==> config.mk <==
export PLATFORM = sky130hd
export DESIGN_NAME = or_stim_gen_flat
export DESIGN_NICKNAME = d
export VERILOG_FILES = /design/src/rtl/or_stim_gen_if.sv /design/src/rtl/or_stim_gen.sv /design/src/flat_wrapper.sv
export SDC_FILE = /design/constraint.sdc
export NUM_CORES = 1
export LEC_CHECK = 0
export ABC_AREA = 1
export CAP_MARGIN = 15
export CORE_MARGIN = 2
export CORE_UTILIZATION = 50
export DETAILED_ROUTE_END_ITERATION = 16
export MAX_ROUTING_LAYER = met4
export PLACE_DENSITY_LB_ADDON = 0.3
export SYNTH_ARGS = -nofsm -noshare
export SYNTH_HDL_FRONTEND = slang
export SYNTH_SLANG_ARGS = --single-unit
export TNS_END_PERCENT = 100
==> constraint.sdc <==
create_clock -name clk -period 3.4 [get_ports clk]
set_input_delay 0.51 -clock clk [delete_from_list [all_inputs] [get_ports clk]]
set_output_delay 0.51 -clock clk [all_outputs]
set_load 0.02 [all_outputs]
==> src/rtl/or_stim_gen_if.sv <==
// Bus between the OR-gate stimulus generator, the DUT/checker pair and the test controller.
// Carries start, idata, check, busy, done and the error results (count, first failing vector).
interface or_stim_gen_if #(
    parameter int WIDTH = 10,
    parameter int ERR_W = 11
);
    logic               start;
    logic [0:WIDTH-1]   idata;
    logic               check;
    logic               busy;
    logic               done;
    logic [ERR_W-1:0]   err_count;
    logic               first_err_valid;
    logic [0:WIDTH-1]   first_err_vec;

    modport master (
        output start, check,
        input  idata, busy, done, err_count, first_err_valid, first_err_vec
    );

    modport slave (
        input  start, check,
        output idata, busy, done, err_count, first_err_valid, first_err_vec
    );
endinterface

==> src/rtl/or_stim_gen.sv <==
// Exhaustive OR-gate stimulus generator: sweeps all 2^WIDTH vectors, samples check.
// Ports: clk, rst (sync, active-high), bus (slave: start/check in; idata/busy/done/results out).
module or_stim_gen #(
    parameter int WIDTH  = 10,
    parameter int SETTLE = 2,
    parameter int ERR_W  = 11
) (
    input  logic clk,
    input  logic rst,
    or_stim_gen_if.slave bus
);
    localparam int CW = (SETTLE > 1) ? $clog2(SETTLE) : 1;
    localparam logic [CW-1:0] LAST = CW'(SETTLE - 1);

    typedef enum logic [1:0] {IDLE, APPLY, SAMPLE, DONE} state_t;

    state_t           state, state_nxt;
    logic [0:WIDTH-1] idata, idata_nxt;
    logic [CW-1:0]    cnt, cnt_nxt;
    logic [ERR_W-1:0] err, err_nxt;
    logic             fv, fv_nxt;
    logic [0:WIDTH-1] fvec, fvec_nxt;

    always_ff @(posedge clk) begin
        if (rst) begin
            state <= IDLE;
            idata <= '0;
            cnt   <= '0;
            err   <= '0;
            fv    <= 1'b0;
            fvec  <= '0;
        end else begin
            state <= state_nxt;
            idata <= idata_nxt;
            cnt   <= cnt_nxt;
            err   <= err_nxt;
            fv    <= fv_nxt;
            fvec  <= fvec_nxt;
        end
    end

    always_comb begin
        state_nxt = state;
        idata_nxt = idata;
        cnt_nxt   = cnt;
        err_nxt   = err;
        fv_nxt    = fv;
        fvec_nxt  = fvec;
        unique case (state)
            IDLE, DONE: begin
                if (bus.start) begin
                    state_nxt = APPLY;
                    idata_nxt = '0;
                    cnt_nxt   = '0;
                    err_nxt   = '0;
                    fv_nxt    = 1'b0;
                    fvec_nxt  = '0;
                end
            end
            APPLY: begin
                if (cnt == LAST) state_nxt = SAMPLE;
                else cnt_nxt = cnt + 1'b1;
            end
            SAMPLE: begin
                if (!bus.check) begin
                    // Saturate rather than wrap.
                    if (err != '1) err_nxt = err + 1'b1;
                    if (!fv) begin
                        fv_nxt   = 1'b1;
                        fvec_nxt = idata;
                    end
                end
                // All-ones is the last vector; never wrap to 0 in a sweep.
                if (&idata) begin
                    state_nxt = DONE;
                end else begin
                    idata_nxt = idata + 1'b1;
                    cnt_nxt   = '0;
                    state_nxt = APPLY;
                end
            end
            default: state_nxt = IDLE;
        endcase
    end

    assign bus.idata           = idata;
    assign bus.busy            = (state == APPLY) || (state == SAMPLE);
    assign bus.done            = (state == DONE);
    assign bus.err_count       = err;
    assign bus.first_err_valid = fv;
    assign bus.first_err_vec   = fvec;
endmodule
==> src/flat_wrapper.sv <==
// flat-port wrapper written by rule: the top's interface ports become plain ports
module or_stim_gen_flat 
#(
    parameter int WIDTH  = 10,
    parameter int SETTLE = 2,
    parameter int ERR_W  = 11
)
  (clk, rst, bus_start, bus_check, bus_idata, bus_busy, bus_done, bus_err_count, bus_first_err_valid, bus_first_err_vec);
  or_stim_gen_if #(.WIDTH(WIDTH), .ERR_W(ERR_W)) bus_i ();
  input  logic clk;
  input  logic rst;
  input wire logic [$bits(bus_i.start)-1:0] bus_start;
  input wire logic [$bits(bus_i.check)-1:0] bus_check;
  output wire logic [$bits(bus_i.idata)-1:0] bus_idata;
  output wire logic [$bits(bus_i.busy)-1:0] bus_busy;
  output wire logic [$bits(bus_i.done)-1:0] bus_done;
  output wire logic [$bits(bus_i.err_count)-1:0] bus_err_count;
  output wire logic [$bits(bus_i.first_err_valid)-1:0] bus_first_err_valid;
  output wire logic [$bits(bus_i.first_err_vec)-1:0] bus_first_err_vec;
  assign bus_i.start = bus_start;
  assign bus_i.check = bus_check;
  assign bus_idata = bus_i.idata;
  assign bus_busy = bus_i.busy;
  assign bus_done = bus_i.done;
  assign bus_err_count = bus_i.err_count;
  assign bus_first_err_valid = bus_i.first_err_valid;
  assign bus_first_err_vec = bus_i.first_err_vec;
  or_stim_gen #(.WIDTH(WIDTH), .SETTLE(SETTLE), .ERR_W(ERR_W)) u_core (.clk(clk), .rst(rst), .bus(bus_i));
endmodule
# [Word-level counts from Yosys, hierarchy flattened]
# Cells that the tools add are included.
[word_totals] ff_bits=35 inputBits=4 output_inout_bits=34 word_cells=50
[classes] addsub=3 eq_ne=10 muxes=20 reduce_logical=11
[ops] op="10-bit two-way mux" n=4
[ops] op="10-bit one-hot mux with 2 select lines" n=2
[ops] op="11-bit two-way mux" n=3
[ops] op="11-bit one-hot mux with 2 select lines" n=1
[ops] op="11-bit by 1-bit adder with 11-bit output (second input constant)" n=1
[ops] op="11-bit != test (second input constant)" n=1
[ops] op="10-bit by 1-bit adder with 10-bit output (second input constant)" n=1
[ops] op="10-bit AND reduction" n=1
[ops] op="2-bit != test (second input constant)" n=4
[ops] op="4-bit AND reduction" n=2
[ops] op="2-bit two-way mux" n=3
[ops] op="2-bit one-hot mux with 3 select lines" n=1
[ops] op="3-bit AND reduction" n=2
[ops] op="2-bit == test (second input constant)" n=2
[ops] op="1-bit two-way mux" n=4
[ops] op="2-bit by 1-bit != test with 1-bit output (second input constant)" n=2
[ops] op="2-bit AND reduction" n=2
[ops] op="1-bit one-hot mux with 3 select lines" n=1
[ops] op="2-bit by 1-bit == test with 1-bit output (second input constant)" n=1
[ops] op="2-bit zero test" n=1
[ops] op="1-bit one-hot mux with 2 select lines" n=1
[ops] op="2-bit nonzero test" n=1
[ops] op="2-bit OR reduction" n=1
[ops] op="1-bit adder (second input constant)" n=1
[ops] op="1-bit logical OR" n=1

# [Longest topological paths before layout]
# Gate-level depths: netlist of run 1.
[logic_depth] depth_word=4 mapped_depth=12 ltp_nobuf=11

# [Least setup slack after synthesis of run 1]
# OpenSTA, ideal clock, no wires.
[synth_timing] path_type="flip-flop to flip-flop" start="reg u_core.state[0]" end="reg u_core.fvec (netlist bit u_core.bus.first_err_vec[5])" setup_time_ns=0.070 arrival_time_ns=1.593 t_required_ns=3.330 slack_ns=1.736 path_stages_with_launch=11 path_buffers=1 period_less_slack_ns=1.664 path_cell_list="dfxtp_1 -> inv_1 -> ha_1 -> inv_2 -> nor2_2 -> nor2_8 -> nand2_4 -> nor2_4 -> buf_6 -> nand3_1 -> a21oi_1"
[synth_between] elab_chain_len=4 elab_cells_between_ends=10 classes_between="5 x eq/ne; 1 x mux; 4 x reduce/logical"
[synth_rtl] item="from (decl)" line="or_stim_gen.sv:17" text="state_t state, state_nxt;"
[synth_rtl] item="from (signal assigned)" line="or_stim_gen.sv:33" text="state <= state_nxt;"
[synth_rtl] item="2-bit == test / 2-bit zero test (equally long branches)" line="or_stim_gen.sv:49" text="unique case (state)"
[synth_rtl] item="2-bit OR reduction" line="or_stim_gen.sv:49"
[synth_rtl] item="2-bit != test (no line) / 2-bit nonzero test (equally long branches)"
[synth_rtl] item="4-bit AND reduction (no line)"
[synth_rtl] item="to (signal assigned)" line="or_stim_gen.sv:38" text="fvec <= fvec_nxt;"
[synth_rtl] item="to (decl)" line="or_stim_gen.sv:22" text="logic [0:WIDTH-1] fvec, fvec_nxt;"
# Several ways; a longest one is shown, not always the timed one.
# A chain may end at the register's enable or synchronous reset.

# [Worst setup path in the final report of run 1]
[layout_timing] start="reg u_core.state[0]" end="out bus_busy"
[layout_between] elab_chain_len=2 elab_cells_between_ends=3 classes_between="2 x eq/ne; 1 x reduce/logical"
[layout_rtl] item="2-bit by 1-bit == test with 1-bit output / 2-bit == test (equally long branches)" line="or_stim_gen.sv:87" text="assign bus.busy = (state == APPLY) || (state == SAMPLE);"
[layout_rtl] item="1-bit logical OR *" line="or_stim_gen.sv:87"
[layout_rtl] item="to (decl)" line="flat_wrapper.sv:15" text="output wire logic [$bits(bus_i.busy)-1:0] bus_busy;"
# Every way passes the cells marked *; elsewhere a longest branch is shown, timed or not.

==> metrics.txt, run 1 <==
Horiz. Die Dim=roughly 66 µm; post-place instance area=2290 µm²; Clock Pin Slew Worst Setup and Hold Paths=around 0.070 ns; die footprint=between 4000 and 5000 µm²; crit path launch type=flip-flop; P_int=approximately 0.00074 W; Slew HR=0.488; RSZ-0062 raised after global routing=no; starting density of the core=0.518; GRT overflow=0; Die Span Y=around 66 µm; final wirelength=between 4000 and 5000 µm; Setup Buffers After CTS=0; Fillers=between 300 and 400; Post-synth EDFFs=0; Yosys warnings=0; first-pass GRT wire length=7440 µm; Max Cap Viol=0; post-synthesis cell area=1900 µm²; worst-path cell chain=inv_1, ha_1, inv_2, clkdlybuf4s50_1; syn_area_per_cell=between 6 and 7 µm²; Final Critical Period=between 2 and 2.5 ns; Clock Skew=roughly 0.0062 ns; CTS Buf Count=5; Max VDD drop=approximately 0.32 mV; hpwl dp=3220 µm; Final Worst Setup Slack=around 1.1 ns; Residual DRC=0; share of Yosys cell area claimed by the top area cell type=0.369; crit path from=u_core.state[0]$_SDFFE_PP0P_; number of synthesized register bits=35; Crit. End Element=primary output; delay-heaviest family, CP=buffers and inverters; worst-path maximum fanout=4; Non-Filler Instances=approximately 370; crit share post-route=0.677; WP data required=between 2 and 3 ns; Min-Delay Startpoint=u_core.bus.first_err_vec[6]$_SDFFE_PP0P_; status=completed; switching share of power=0.319; core area=3660 µm²; final instance area=2400 µm²; number of global-route vias before repair=1692; post-route ant nets=0; Skew-Pair Late Insertion Delay=approximately 0.29 ns; synth cell count leaders=nand2_1, inv_1, dfxtp_1; hold path cells=2; arrival time worst endpoint=1.79 ns; Avg WL per Cell=between 10 and 15 µm; Area Growth Syn to Fin=26.6%; register area=701 µm²; Critical path buffers and inverters=3; final setup TNS=0 ns; Seq/Total Area, Yosys=0.369; Max Transition Viols Final=0; dpl cells=357; largest net degree at the start of global routing=19; Post-CTS Resized=0; I/O pins=38; share of flip-flops with an asynchronous set or reset=0; Synth Flop Type=dfxtp_1; vias per cell=roughly 5.2; FF-to-FF path depth=8; worst slew pin tran=~0.77 ns; GPL Wtd Cong=1.02; total power=approximately 0.0011 W; clk buf depth=2; Final Hold Viols=0; highest clock rate=~0.43 GHz; total inserted antenna cells=0; LEAKAGE=1.03 nW; CTS tree=done; Worst path slowest cell=clkdlybuf4s50_1; layout cell share with drive strength beyond 1=0.0946; TritonRoute pass-1 iters=5; Yosys cell types=27; IO buf count=37; CTS sink count=35; type of the worst min-delay path=flip-flop to flip-flop; worst r2r src=u_core.state[1]$_SDFFE_PP0P_; Synth area leader=dfxtp_1; Largest stage delay, worst path=~0.6 ns; Initial DRC Count=118; combinational cell fraction of total power=0.235; clock root buffer=clkbuf_8; WP depth=4; Setup-failing EPs final=0; row cnt=22; initial antenna violation count=0; # H-tree levels=2; cells after synthesis=about 280; critical path class=flip-flop to primary output; count leader, synth=nand2_1; multi-input combinational cell area=around 1000 µm²; Seq pwr share=0.417; Clock power frac=0.347; Synthesized Nets=287; Layout Nets=325; Net Sw Power=between 0.0003 and 0.0004 W; synth top area cells=dfxtp_1, nand2_1, inv_1; Vias=roughly 1900; Post-CTS Hold Fix Bufs=0; total track usage=0.231; Power Dens Cells=about 450 nW/µm²; Setup WS pre-CTS=between 1 and 1.5 ns
## sequential cells by signal, indices dropped and copies added, names as in the netlist
| signal | flops |
|---|---|
| u_core.bus.idata | 10 |
| u_core.bus.err_count | 11 |
| u_core.bus.first_err_valid | 1 |
| u_core.state | 2 |
| u_core.cnt | 1 |
| u_core.bus.first_err_vec | 10 |
## kinds of logic after synthesis
kind of cell               count (synthesis)  synth area share
and+or+nand+nor                          149             0.380
buffers and inverters                     46            0.0995
AOI/OAI and AO/OA                         42             0.114
DFF                                       35             0.369
adders and majority gates                  5            0.0330
xor gates and xnor gates                   1           0.00462
## per-stage QoR
| stage | hold slack (ns) | utilization |
|---|---|---|
| after floorplan | 0.469 | - |
| after global placement | 0.453 | 0.625 |
| after detailed placement | 0.455 | 0.625 |
| after CTS | 0.467 | 0.656 |
| after global routing | 0.487 | 0.656 |
| final | 0.466 | 0.656 |
## area by class of cell
type,count,area share
repair buffers,37,0.154
multi-input cells,197,0.420
flip-flops and latches,35,0.292
clock buffers,5,0.0286
well taps,48,0.0250
clock inverters,3,0.0182
inverters,40,0.0625
## placed cells by master (no fill, tap or decap), types with 3 or more instances in the layout
| cell type | synthesis | final |
|---|---|---|
| a21oi_1 | 22 | 22 |
| clkbuf_8 | 0 | 5 |
| clkdlybuf4s50_1 | 0 | 37 |
| dfxtp_1 | 35 | 35 |
| ha_1 | 5 | 5 |
| inv_1 | 36 | 36 |
| inv_2 | 4 | 4 |
| nand2_1 | 68 | 68 |
| nand2_2 | 3 | 3 |
| nand2_4 | 3 | 3 |
| nand3_1 | 23 | 23 |
| nand3b_1 | 3 | 3 |
| nand4_1 | 3 | 3 |
| nor2_1 | 33 | 33 |
| nor2_2 | 5 | 5 |
| nor2_4 | 4 | 4 |
| o21ai_0 | 13 | 13 |
| o21ai_1 | 4 | 4 |
## layer usage
layer	routed length, µm	GRT usage	share of wire	up-vias
met2	2220	0.395	0.51	70
met1	1860	0.261	0.43	863
li1	-	-	-	961
met5	0	-	0	-
met4	28	0.0807	0.0064	0
met3	240	0.0616	0.055	5
## worst paths after layout
check                                              to  slack [ns]
max                                          bus_busy        1.10
min          u_core.bus.first_err_vec[6]$_SDFFE_PP0P_        0.47
max reg2reg  u_core.bus.first_err_vec[4]$_SDFFE_PP0P_        1.19
min reg2reg  u_core.bus.first_err_vec[6]$_SDFFE_PP0P_        0.47
## worst register-to-register path, stage by stage (launching register included)
cell	delay, ns
dfxtp_1	0.38
ha_1	0.68
nor2_4	0.13
nor2_8	0.23
nand2_4	0.08
nor2_4	0.26
inv_2	0.14
o21ai_1	0.15
nor2_1	0.06
## power by group through the flow
| stage | registers, W | clock network, W | logic [W] |
|---|---|---|---|
| detailed placement | 0.000460 | 0 | 0.000254 |
| CTS | 0.000450 | 0.000381 | 0.000256 |
| global route | 0.000453 | 0.000407 | 0.000281 |
| finish | 0.000450 | 0.000375 | 0.000254 |
| global placement | 0.000459 | 0 | 0.000250 |
| floorplan | 0.000472 | 0 | 0.000171 |
No activity file was read; power rests on OpenSTA's default activity.
==> run 2: changes to the inputs <==
CORE_UTILIZATION = 46   (was 50)
clock period = 1.9 ns   (was 3.4 ns; I/O delays follow)
==> run 2 against run 1 <==
Net effect:
- largest power group unchanged
- first-iteration DRC count is 16% higher
- via count shrank 2.3%
- final cell count increased by 3.0%
- clock skew increased by 0.0071 ns
- combinational power is 95% higher
- critical path depth is 2 lower
- global-route usage shrank 1.5 points
- critical path type unchanged
- worst setup slack lost 0.96 ns
- core utilization shrank 2.7 points
- register-to-register slack worse by 1.0 ns
- clock power increased by 110%
==> metrics.txt, run 2 (synthesis results as in run 1) <==
status=completed; WP data required=roughly 1.6 ns; Max Transition Viols Final=0; worst r2r src=u_core.state[0]$_SDFFE_PP0P_; first-pass GRT wire length=7370 µm; Final Worst Setup Slack=0.138 ns; core area=3970 µm²; final setup TNS=0 ns; Setup WS pre-CTS=0.0852 ns; Final Critical Period=~1.8 ns; arrival time worst endpoint=between 1 and 1.5 ns; Die Span Y=~68 µm; GPL Wtd Cong=0.852; type of the worst min-delay path=flip-flop to flip-flop; reg2reg setup slack=0.17 ns; clock root buffer=clkbuf_8; starting density of the core=0.478; highest clock rate=0.567 GHz; Setup-failing EPs final=0; IO buf count=37; max FFs per register=11; Non-Filler Instances=~380; number of global-route vias before repair=around 1700; worst slew pin tran=between 0.4 and 0.5 ns; Area Growth Syn to Fin=31.6%; final instance area=~2500 µm²; total inserted antenna cells=0; Avg WL per Cell=between 10 and 15 µm; Max VDD drop=0.451 mV; post-route ant nets=0; post-place instance area=2350 µm²; hold_ws=around 0.46 ns; Final Hold Viols=0; Fillers=384; critical path class=flip-flop to primary output; FF-to-FF path depth=11; Power Dens Cells=between 800 and 900 nW/µm²; CTS Buf Count=5; LEAKAGE=about 1.1 nW; commonest non-fill, non-tap cell in the layout=nand2_1; hold path cells=2; Initial DRC Count=137; initial antenna violation count=0; dpl cells=367; TritonRoute pass-1 iters=4; crit path capture=bus_done; hpwl dp=3340 µm; Layout Nets=~330; row cnt=23; Slew HR=0.732; die footprint=around 4700 µm²; most frequent cells in the layout=nand2_1, inv_1, clkdlybuf4s50_1; Max Cap Viol=0; vias per cell=roughly 4.9; Horiz. Die Dim=approximately 70 µm; RSZ-0062 raised after global routing=no; Clock Pin Slew Worst Setup and Hold Paths=0.07 ns; GRT overflow=0; Skew-Pair Late Insertion Delay=0.29 ns; clk buf depth=2; crit share post-route=0.927; I/O pins=38; layout cell share with drive strength beyond 1=0.126; crit path from=u_core.state[1]$_SDFFE_PP0P_; Vias=between 1500 and 2000; total track usage=0.216; CTS tree=done; final wirelength=about 4400 µm; crit path launch type=flip-flop; worst r2r dst=u_core.bus.err_count[8]$_SDFFE_PP0P_; CTS sink count=35; Crit. End Element=primary output; worst-path maximum fanout=4; largest net degree at the start of global routing=14; # H-tree levels=2; Clock Skew=~0.013 ns; Residual DRC=0
[run 2: worst min-delay path by stage]
stage                                                         from                                  endpoint  slack [ns]
after floorplan                            u_core.cnt$_SDFFE_PP0P_                   u_core.cnt$_SDFFE_PP0P_        0.47
after global placement    u_core.bus.first_err_vec[6]$_SDFFE_PP0P_  u_core.bus.first_err_vec[6]$_SDFFE_PP0P_        0.45
after detailed placement  u_core.bus.first_err_vec[6]$_SDFFE_PP0P_  u_core.bus.first_err_vec[6]$_SDFFE_PP0P_        0.46
after CTS                 u_core.bus.first_err_vec[6]$_SDFFE_PP0P_  u_core.bus.first_err_vec[6]$_SDFFE_PP0P_        0.47
after global routing      u_core.bus.first_err_vec[6]$_SDFFE_PP0P_  u_core.bus.first_err_vec[6]$_SDFFE_PP0P_        0.49
final                     u_core.bus.first_err_vec[7]$_SDFFE_PP0P_  u_core.bus.first_err_vec[7]$_SDFFE_PP0P_        0.46
[run 2: worst max-delay path, stage by stage, from the launching register on]
cell and delay [ns]:
dfxtp_1 0.40, ha_1 0.20, clkdlybuf4s50_1 0.60
[run 2: where the power goes]
group | switching (W) | leakage, nW | internal (W)
sequential | 0.0000277 | 0.284 | 0.000770
clock | 0.000272 | 0.0654 | 0.000525
combinational | 0.000308 | 0.733 | 0.000187
[run 2: final cells by class]
| cell class | instances | area, µm² | area share |
|---|---|---|---|
| clock inverters | 2 | 60.1 | 0.0240 |
| well taps | 50 | 62.6 | 0.0251 |
| clock buffers | 6 | 72.6 | 0.0291 |
| multi-input cells | 197 | 1010 | 0.406 |
| inverters | 40 | 150 | 0.0601 |
| flip-flops and latches | 35 | 702 | 0.281 |
| repair buffers | 46 | 437 | 0.175 |
[run 2: timing repair]
item                                    CTS  global route
setup buffers                             0             1
gates resized for setup                   1             3
hold buffers                              0             0
pin swaps                                 0             1
endpoints found under the setup margin    1             5
hold endpoints to repair                  0             0
[run 2: through the flow]
stage          total power [W]   util
2_1_floorplan          0.00115      -
3_3_place_gp           0.00129  0.592
3_5_place_dp           0.00130  0.592
4_1_cts                0.00210  0.625
5_1_grt                0.00219  0.629
6_report               0.00209  0.629
[run 2: metal layers]
metal  vias to the layer above  wire length (µm)  share of wire  track usage
met5                         -                 0              0            -
li1                        973                 -              -            -
met3                        14               177          0.040       0.0444
met2                        44              2130           0.49        0.374
met4                         0               113          0.026       0.0950
met1                       824              1960           0.45        0.240
